File: src/rtl/sprite_compositor.sv
`default_nettype none
// ============================================================================
// Module   : sprite_compositor
// Purpose  : Composites up to four 32x32 keyed sprites over a programmable
//            background colour onto the 12-bit bbbb_gggg_rrrr VGA pixel bus.
//            Sprite rows for the current line are prefetched from an external
//            synchronous ROM during left blanking. Position/enable/background
//            are written to shadow registers and committed at frame start.
// Options  : define COLLISION_EN to add a sticky sprite-collision flag.
// Revision : 1.0 - initial release
// ============================================================================
module sprite_compositor #(
    parameter logic [11:0] KEY_COLOR = 12'hF0F,
    parameter logic [11:0] BG_RESET  = 12'h000,
    parameter int          ROM_AW    = 12
) (
    input  logic              vga_clk,
    input  logic              rst,
    input  logic              hs,
    input  logic              rdn,
    input  logic [8:0]        row_addr,
    input  logic [9:0]        col_addr,
    output logic [11:0]       d_out,
    input  logic              spr_we,
    input  logic [1:0]        spr_idx,
    input  logic [9:0]        spr_x,
    input  logic [8:0]        spr_y,
    input  logic              spr_on,
    input  logic              bg_we,
    input  logic [11:0]       bg_color,
    output logic [ROM_AW-1:0] rom_addr,
    input  logic [11:0]       rom_data,
    output logic              fetch_busy,
    output logic              frame_tick
`ifdef COLLISION_EN
    ,
    output logic              collision
`endif
);

    localparam int c_NSPR = 4;

    typedef enum logic [1:0] {
        ST_IDLE  = 2'd0,
        ST_SCAN  = 2'd1,
        ST_FETCH = 2'd2,
        ST_DRAIN = 2'd3
    } state_t;

    // Shadow (game-side) and active (display-side) sprite registers
    logic [9:0]        r_sh_x  [0:c_NSPR-1];
    logic [8:0]        r_sh_y  [0:c_NSPR-1];
    logic [c_NSPR-1:0] r_sh_on;
    logic [11:0]       r_sh_bg;
    logic [9:0]        r_ac_x  [0:c_NSPR-1];
    logic [8:0]        r_ac_y  [0:c_NSPR-1];
    logic [c_NSPR-1:0] r_ac_on;
    logic [11:0]       r_ac_bg;
    logic              r_frame_tick;

    // Prefetch state
    state_t            r_state;
    logic [1:0]        r_k;
    logic [4:0]        r_px;
    logic [4:0]        r_row;
    logic [8:0]        r_t;
    logic [c_NSPR-1:0] r_line_valid;
    logic [ROM_AW-1:0] r_rom_addr;
    logic [11:0]       r_linebuf [0:c_NSPR-1][0:31];

    logic              r_hs;
    logic              w_trig;
    logic [8:0]        w_dy;
    logic              w_on_line;

    logic [c_NSPR-1:0] w_opaque;
    logic [11:0]       w_pix_k [0:c_NSPR-1];
    logic [11:0]       w_d_out;

    // Sprite k bitmap starts at k*1024; each sprite row is 32 words
    function automatic logic [ROM_AW-1:0] f_addr(input logic [1:0] k,
                                                 input logic [4:0] row,
                                                 input logic [4:0] px);
        return ROM_AW'({k, row, px});
    endfunction

    assign w_trig    = r_hs & ~hs;
    assign w_dy      = r_t - r_ac_y[r_k];
    assign w_on_line = r_ac_on[r_k] && (w_dy < 9'd32);

    // Delay hs by one cycle to detect its falling edge
    always_ff @(posedge vga_clk or posedge rst) begin
        if (rst) begin
            r_hs <= 1'b0;
        end else begin
            r_hs <= hs;
        end
    end

    // Shadow register writes and frame-start commit into the active set
    always_ff @(posedge vga_clk or posedge rst) begin
        if (rst) begin
            for (int i = 0; i < c_NSPR; i++) begin
                r_sh_x[i] <= '0;
                r_sh_y[i] <= '0;
                r_ac_x[i] <= '0;
                r_ac_y[i] <= '0;
            end
            r_sh_on      <= '0;
            r_ac_on      <= '0;
            r_sh_bg      <= BG_RESET;
            r_ac_bg      <= BG_RESET;
            r_frame_tick <= 1'b0;
        end else begin
            r_frame_tick <= 1'b0;
            if (spr_we) begin
                r_sh_x[spr_idx]  <= spr_x;
                r_sh_y[spr_idx]  <= spr_y;
                r_sh_on[spr_idx] <= spr_on;
            end
            if (bg_we) begin
                r_sh_bg <= bg_color;
            end
            // Commit reads the pre-write shadow, so a same-cycle write waits a frame
            if (w_trig && (row_addr == 9'd0)) begin
                for (int i = 0; i < c_NSPR; i++) begin
                    r_ac_x[i] <= r_sh_x[i];
                    r_ac_y[i] <= r_sh_y[i];
                end
                r_ac_on      <= r_sh_on;
                r_ac_bg      <= r_sh_bg;
                r_frame_tick <= 1'b1;
            end
        end
    end

    // Prefetch FSM: scan each sprite, fetch its 32-word row if on this line
    always_ff @(posedge vga_clk or posedge rst) begin
        if (rst) begin
            r_state      <= ST_IDLE;
            r_k          <= '0;
            r_px         <= '0;
            r_row        <= '0;
            r_t          <= '0;
            r_line_valid <= '0;
            r_rom_addr   <= '0;
        end else if (w_trig) begin
            // A trigger always (re)starts at sprite 0; an overrun drops stale rows
            r_t     <= row_addr;
            r_k     <= '0;
            r_state <= ST_SCAN;
            if (r_state != ST_IDLE) begin
                r_line_valid <= '0;
            end
        end else begin
            case (r_state)
                ST_SCAN: begin
                    if (w_on_line) begin
                        r_state    <= ST_FETCH;
                        r_px       <= '0;
                        r_row      <= w_dy[4:0];
                        r_rom_addr <= f_addr(r_k, w_dy[4:0], 5'd0);
                    end else begin
                        r_line_valid[r_k] <= 1'b0;
                        if (r_k == 2'd3) begin
                            r_state <= ST_IDLE;
                        end else begin
                            r_k <= r_k + 2'd1;
                        end
                    end
                end
                ST_FETCH: begin
                    r_px <= r_px + 5'd1;
                    if (r_px == 5'd31) begin
                        r_state <= ST_DRAIN;
                    end else begin
                        r_rom_addr <= f_addr(r_k, r_row, r_px + 5'd1);
                    end
                end
                ST_DRAIN: begin
                    r_line_valid[r_k] <= 1'b1;
                    if (r_k == 2'd3) begin
                        r_state <= ST_IDLE;
                    end else begin
                        r_k     <= r_k + 2'd1;
                        r_state <= ST_SCAN;
                    end
                end
                default: begin
                    r_state <= ST_IDLE;
                end
            endcase
        end
    end

    // ROM data lags its address by one cycle, so store it one slot behind px
    always_ff @(posedge vga_clk) begin
        if ((r_state == ST_FETCH) && (r_px != 5'd0)) begin
            r_linebuf[r_k][r_px - 5'd1] <= rom_data;
        end else if (r_state == ST_DRAIN) begin
            r_linebuf[r_k][31] <= rom_data;
        end
    end

    // Per-sprite hit test with modulo-1024 column arithmetic for wrap-around
    genvar g;
    generate
        for (g = 0; g < c_NSPR; g++) begin : g_spr
            logic [9:0]  w_dx;
            logic [11:0] w_pix;
            assign w_dx        = col_addr - r_ac_x[g];
            assign w_pix       = r_linebuf[g][w_dx[4:0]];
            assign w_pix_k[g]  = w_pix;
            assign w_opaque[g] = r_line_valid[g] && (w_dx < 10'd32) && (w_pix != KEY_COLOR);
        end
    endgenerate

    // Lowest-index opaque sprite wins, background otherwise
    always_comb begin
        w_d_out = r_ac_bg;
        for (int i = c_NSPR - 1; i >= 0; i--) begin
            if (w_opaque[i]) begin
                w_d_out = w_pix_k[i];
            end
        end
    end

    assign d_out      = w_d_out;
    assign rom_addr   = r_rom_addr;
    assign fetch_busy = (r_state != ST_IDLE);
    assign frame_tick = r_frame_tick;

`ifdef COLLISION_EN
    logic w_multi;
    logic r_collision;

    assign w_multi = ((w_opaque & (w_opaque - 4'd1)) != 4'd0);

    // Sticky overlap flag; a new overlap outranks the frame-start clear
    always_ff @(posedge vga_clk or posedge rst) begin
        if (rst) begin
            r_collision <= 1'b0;
        end else if (!rdn && w_multi) begin
            r_collision <= 1'b1;
        end else if (r_frame_tick) begin
            r_collision <= 1'b0;
        end
    end

    assign collision = r_collision;
`else
    // The read strobe only matters to the collision detector
    logic w_unused_rdn;
    assign w_unused_rdn = rdn;
`endif

endmodule
`default_nettype wire
File: config.mk
export PLATFORM = sky130hd
export DESIGN_NAME = sprite_compositor
export DESIGN_NICKNAME = d
export VERILOG_FILES = /design/src/rtl/sprite_compositor.sv
export SDC_FILE = /design/constraint.sdc
export NUM_CORES = 2
export LEC_CHECK = 0
export BUFFER_PORTS_ARGS = -buffer_cell sky130_fd_sc_hd__buf_4
export CAP_MARGIN = 5
export CORE_AREA = 2 2 404 306
export DETAILED_ROUTE_END_ITERATION = 10
export DIE_AREA = 0 0 406 308
export HOLD_SLACK_MARGIN = 0.03
export MAX_ROUTING_LAYER = met4
export PLACE_DENSITY = 0.78
export SLEW_MARGIN = 10
export SYNTH_ARGS = -nofsm -noshare
export SYNTH_HDL_FRONTEND = slang
export SYNTH_SLANG_ARGS = --single-unit
File: constraint.sdc
create_clock -name vga_clk -period 23.6 [get_ports vga_clk]
set_clock_uncertainty 0.15 [all_clocks]
set_input_delay 7.08 -clock vga_clk [delete_from_list [all_inputs] [get_ports vga_clk]]
set_output_delay 7.08 -clock vga_clk [all_outputs]
set_load 0.03 [all_outputs]
-- Word-level counts from Yosys, hierarchy flattened
Memory sizes are Yosys's and may differ from the RTL's.
Cells that the tools add are included.
W data, S select, Z words.
- mux-type cells: 71
- reduce and logical (&&, ||, !) cells: 26
- eq/ne operators: 15
- div/mod/pow operators: 0
- bitwise operators: 25
- shifts and indexed selects: 0
- multipliers: 0
- $add $sub $neg: 8
- magnitude comparators: 18
- operators with widths (kind ; count):
    $mux W384 ; 1
    $bmux W12 S5 ; 4
    $mux W12 ; 15
    $demux W12 S5 ; 1
    $ne A12 B12 Y1 const B ; 4
    $bwmux W40 ; 1
    $lt A10 B6 Y1 const B ; 4
    $sub A10 B10 Y10 ; 4
    $bwmux W36 ; 1
    $ge A6 B6 Y1 const B ; 5
    $not A5 Y6 ; 5
    $mux W9 ; 3
    $pmux W12 S2 ; 1
    $mux W1 ; 21
    $demux W10 S2 ; 1
    $bmux W9 S2 ; 1
    $demux W9 S2 ; 1
    $logic_and A1 B1 Y1 ; 15
    $mux W2 ; 7
    $mux W4 ; 3
    $or A1 B1 Y1 ; 12
    $mux W10 ; 1
    $pmux W5 S2 ; 1
    $logic_not A9 Y1 ; 1
    35 further kinds ; 50
- flip-flop bits (word level): 225
- output and inout port bits: 26
- bits in writable memories: 1536
- latch bits: 0
- word-level logic and storage cells: 193
- memory bits (read-only): 0
- bits of input ports: 71
- memories: 1
- memory list (memory ; words ; bits a word ; read ports ; clocked after Yosys merged registers in ; wr ports ; RTL line ; source):
    r_linebuf ; 4 ; 384 ; 4 ; 0 ; 1 ; 69 ; logic [11:0] r_linebuf [0:c_NSPR-1][0:31];

-- Longest topological paths before layout
- depth after elaboration: 11
- depth in mapped cells: 18
- depth with buffers taken out: 14

-- Worst setup path after synthesis
Ideal clock, no wire load.
- path type: input to output
- from: input port col_addr[0]
- to: output port d_out[11]
- slack: 5.532 ns
- data required time: 16.370 ns
- cell stages on the path: 16
- arrival: 10.838 ns
- cells stage by stage: inv_1 -> ha_1 -> inv_1 -> fa_1 -> buf_4 -> buf_6 -> buf_2 -> mux4_2 -> nand2_1 -> a21oi_1 -> nor4bb_1 -> nor4_4 -> a31oi_4 -> o22ai_1 -> o211a_1 -> o22ai_1
- cells in the longest elaborated chain, start to end: 11
- elaborated cells on any way between the ends: 40
- those cells by class: add/sub: 4; order compare: 4; eq/ne: 4; mux: 16; bitwise: 4; reduce/logical: 8
- RTL lines (element ; RTL line ; source):
    start, declared ; 22 ; input logic [9:0] col_addr,
    $sub A10 B10 Y10 ; 211 ; assign w_dx = col_addr - r_ac_x[g];
    $not A5 Y6 (implied by the code) ; 212 ; assign w_pix = r_linebuf[g][w_dx[4:0]];
    $bmux W12 S5 ; 212 ;
    $mux W12 (implied by the code) (2 in series) ; 212 ;
    $ne A12 B12 Y1 ; 214 ; assign w_opaque[g] = r_line_valid[g] && (w_dx < 10'd32) && (w_pix != KEY_COLOR);
    $logic_and A1 B1 Y1 ; 214 ;
    $mux W12 (3 in series) ; 222 ; if (w_opaque[i]) begin
    $mux W12 (*) ; 222 ;
    end, declared ; 23 ; output logic [11:0] d_out,
Every way passes the cells marked *; elsewhere a longest branch is shown, timed or not. The select of a mux whose other input is x is not followed.

-- Final worst setup path
- from: input port col_addr[0]
- to: output port d_out[4]
Same word-level chain as after synthesis.

==> results list <==
- HPWL reported at the end of detailed placement: 111 mm
- Once layout is done, the placed cells without fillers occupy 80100 µm².
* Top FF cell, synth: sky130_fd_sc_hd__edfxtp_1
- The later pin in the worst-skew pair is clocked with a latency of 0.81 ns.
- Yosys mapped a number of flops with a built-in enable equal to 1536.
- The share of synthesized area in the top cell type comes to 0.639.
- P_leak: 27.5 nW
* Post-synth design cell area: 72200 µm²
- Number of buffers on the longest clock path: 3
* Number of hold violations in the final report: 0
- From synthesis to final layout, the design area changed by 10.9%.
- Power density over the cells: 82.7 nW/µm²
- TritonCTS built the clock tree.
* Total setup violations reported at the end of the flow: 0
- GRT Resource Usage Total: 0.301
- The total overflow left after global routing is 0.
* Simple-Gate Fraction of Synth Area: 0.0572
* Crit path setup slack, layout: 2.69 ns
* Cts bufs inserted: 161
- The tree is rooted in a sky130_fd_sc_hd__clkbuf_16.
- After the last flow step, the layout net total stands at 4267.
* DRC violations left: 0
- When the netlist entered floorplanning its net count stood at 4115.
- Final hold slack: 0.308 ns
- Detailed Route WL: 180 mm
* Worst IR Drop VDD: 0.0878 mV
- Antenna violations before repair: 15
- Clock transition at the register clock pins on the worst setup and hold paths after CTS: 0.07 ns
- Of the cells placed in the final design, the portion with a size suffix greater than 1 is 0.230.
* Syn Area/Cell: 18.1 µm²
* Post-synthesis adder-cell area fraction: 0.0116
- The number of different library cells used by synthesis comes to 100.
- Timing startpoint of the critical path: col_addr[0]
* Launching element type of the critical path: input port
- Warnings, synthesis: 0
- Wire length of the first global-routing pass: 261 mm
* H-tree depth reported by CTS: 4
- For this run, asynchronously set or reset flops after synthesis account for 0.128.
- Reg-to-reg startpoint: r_state[0]$_DFFE_PP0P_
- At the placement stage, the worst setup path has a slack of 2.59 ns.
- Clock Sink Count: 1761
- In this run the tightest slew margin relative to its limit is 0.0731.
- Detailed-route wire length per cell: 30.3 µm
- By area, the combinational part of the netlist is dominated by multiplexers.
- Core Util, Final: 0.660
- The number of hold buffers added after CTS was 0.
* Number of global-route vias before repair: 38100
- Hold/Removal Path Class: register to register
- The smallest clock period supported by the final layout is computed as 20.91 ns.
- Port bufs: 95
- Once detail routing completed, the nets flagged for antenna violations numbered 0.
* Maximum number of pins on one net before global-route repair: 103
- The worst setup path is captured at an output pin.
- Number of top-level design ports: 97
- Setup Buffers After CTS: 0
* Fraction of synthesized area in multiplexers: 0.159
- The number of max-slew violations in the final report came to 0.
- Maximum fanout along the worst path: 39
* Total negative slack for setup checks: 0 ns
* RSZ-0062 raised after global routing: no
- Max-cap violations: 0
- For the pin with the worst max-slew slack, the measured transition is 1.39 ns.
- Core outline area: 121000 µm²
- The share of the Yosys chip area taken by registers is 0.717.
* Die height: 308 µm
* Xor-xnor portion of the synthesized cell area: 0.00419
- The synthesized-area fraction occupied by ao, oa, aoi and oai cells came to 0.0313.
* Starting density of the core: 0.596
- The routed layout has 38600 vias.
- Worst hold path startpoint: r_sh_y[10]$_DFFE_PP0P_
* Kind of critical path: input port to output pin
- The layout has 7691 filler cells.
- Final period utilization: 0.886
* Mapped Cells: 3980
- Ranked by total cell area, the synthesized netlist is headed by sky130_fd_sc_hd__edfxtp_1, sky130_fd_sc_hd__mux4_2, sky130_fd_sc_hd__dfrtp_1.
- Status: completed
* Std-Cell Rows: 111
* Global placer's final weighted congestion: 0.997
- Total of flip-flops plus latches after synthesis: 1761
* Upper clock frequency limit: 47.8 MHz
- The die is 406 µm wide.
* Violation count after the first detailed-route iteration: 5729
* Worst path arrival time: 13.68 ns
- Gates resized during post-CTS repair numbered 0.
- R2R Setup Slk: 18.27 ns
- Using the TritonRoute via totals, the vias-per-cell ratio works out to 6.52.
- Of all cell types, the one taking the most synthesized area is sky130_fd_sc_hd__edfxtp_1.
- The placed instances occupy a cell area of 74800 µm².
- Die footprint: 125000 µm²
- Required time at the endpoint of the critical path: 16.37 ns
- The first detailed-routing pass ran for 6 iterations.
[cell type report]
| type | count | area, µm² | share of cell area |
|---|---|---|---|
| timing repair buffer | 180 | 1380 | 0.0173 |
| antenna | 17 | 42.5 | 0.000531 |
| clock inverter | 86 | 852 | 0.0106 |
| tap | 1638 | 2050 | 0.0256 |
| sequential | 1761 | 51800 | 0.646 |
| multi-input combinational | 1938 | 19300 | 0.241 |
| inverter | 90 | 348 | 0.00434 |
| clock buffer | 207 | 4320 | 0.0539 |
[synthesized netlist by cell type, types with 16 or more instances]
master and n:
sky130_fd_sc_hd__nor2_1 87, sky130_fd_sc_hd__mux2_2 123, sky130_fd_sc_hd__edfxtp_1 1536, sky130_fd_sc_hd__nand3_1 57
sky130_fd_sc_hd__buf_4 27, sky130_fd_sc_hd__mux2i_1 162, sky130_fd_sc_hd__nor3_1 57, sky130_fd_sc_hd__mux4_2 366
sky130_fd_sc_hd__buf_2 47, sky130_fd_sc_hd__dfrtp_1 225, sky130_fd_sc_hd__nand4_1 23, sky130_fd_sc_hd__a21o_1 17
sky130_fd_sc_hd__nand2_1 427, sky130_fd_sc_hd__buf_6 22, sky130_fd_sc_hd__xnor2_1 16, sky130_fd_sc_hd__ha_1 59
sky130_fd_sc_hd__a21oi_1 31, sky130_fd_sc_hd__and2_1 112, sky130_fd_sc_hd__clkbuf_1 82, sky130_fd_sc_hd__o21ai_0 79
sky130_fd_sc_hd__inv_1 89, sky130_fd_sc_hd__a22oi_1 34
[placed cells by master, fill, tap and decap left out, drive strengths merged, types with 7 or more instances in the layout]
master / count
clkbuf: 207
and3: 11
mux2: 133
a211oi: 8
xor2: 16
buf: 180
xnor2: 16
o21ai: 89
nor4: 9
nand4b: 9
clkinv: 56
nor2b: 9
nand2b: 7
o2bb2ai: 9
edfxtp: 1536
mux4: 370
mux2i: 162
nand4: 24
a22oi: 34
diode: 17
nand3: 57
nor3: 59
o21a: 14
a31oi: 15
bufinv: 14
o22ai: 10
o211ai: 15
dfrtp: 225
a21o: 17
nand2: 429
inv: 102
ha: 59
a21oi: 32
a311oi: 8
nor2: 89
and2: 113
[final timing paths]
| kind | depth (start not counted) | to |
|---|---|---|
| worst max register to register | 7 | r_linebuf[1][15]$_DFFE_PP_ |
| worst min register to register | 2 | r_ac_y[10]$_DFFE_PP0P_ |
| max in group asynchronous | 4 | r_ac_bg[10]$_DFFE_PP0P_ |
| worst max-delay path | 17 | d_out[4] |
| worst min-delay path | 2 | r_ac_y[10]$_DFFE_PP0P_ |
| min in group asynchronous | 2 | r_sh_y[14]$_DFFE_PP0P_ |
[per-stage QoR]
| stage | total power [mW] | instances |
|---|---|---|
| detailed placement | 4.07 | 5606 |
| CTS | 6.63 | 5899 |
| floorplan | 3.86 | 3980 |
| finish | 6.62 | 5917 |
| global placement | 4.06 | 5606 |
| global route | 6.79 | 5912 |
[critical path, stage by stage]
cell,delay (ns)
sky130_fd_sc_hd__buf_4,0.13
sky130_fd_sc_hd__inv_1,0.44
sky130_fd_sc_hd__ha_1,0.30
sky130_fd_sc_hd__inv_1,0.07
sky130_fd_sc_hd__fa_4,1.28
sky130_fd_sc_hd__buf_4,0.66
sky130_fd_sc_hd__mux2i_1,0.20
sky130_fd_sc_hd__mux4_2,0.51
sky130_fd_sc_hd__and3_1,0.21
sky130_fd_sc_hd__a311oi_1,0.38
sky130_fd_sc_hd__o211ai_1,0.24
sky130_fd_sc_hd__nor4_4,0.41
sky130_fd_sc_hd__nand3_1,0.16
sky130_fd_sc_hd__o31ai_1,0.47
sky130_fd_sc_hd__nand3_1,0.14
sky130_fd_sc_hd__a31oi_1,0.66
sky130_fd_sc_hd__buf_4,0.29
[report_power, final]
group          switching, mW  leakage, nW  total (mW)  internal, mW
sequential            0.0237         16.5        3.45          3.43
combinational          0.363         8.46       0.573         0.210
clock                   1.15         2.52        2.60          1.45
total                   1.53         27.5        6.62          5.09
[sequential cells by signal, indices dropped and copies added (netlist names), 5 cells and up]
name / count
r_px: 5
r_t: 9
rom_addr: 12
r_sh_bg: 12
r_sh_y: 36
r_linebuf: 1536
r_row: 5
r_ac_x: 40
r_ac_bg: 12
r_sh_x: 40
r_ac_y: 36
[logic make-up (layout without fill, tap and decap cells)]
group | count (synthesis) | in the layout
other | 0 | 17
flip-flops | 1761 | 1761
AND/OR/NAND/NOR | 857 | 857
multiplexers | 665 | 665
buffers and inverters | 281 | 563
adder cells (fa/ha/maj) | 64 | 64
AO/OA/AOI/OAI | 320 | 320
XOR/XNOR | 32 | 32
[routing by layer]
| layer | up-vias | wire length [µm] | GRT usage |
|---|---|---|---|
| met4 | 0 | 4660 | 0.0919 |
| met2 | 2274 | 82200 | 0.431 |
| met5 | - | 0 | - |
| li1 | 16000 | - | - |
| met3 | 312 | 23300 | 0.0962 |
| met1 | 19900 | 69400 | 0.419 |
No activity file was read; power rests on OpenSTA's default activity.
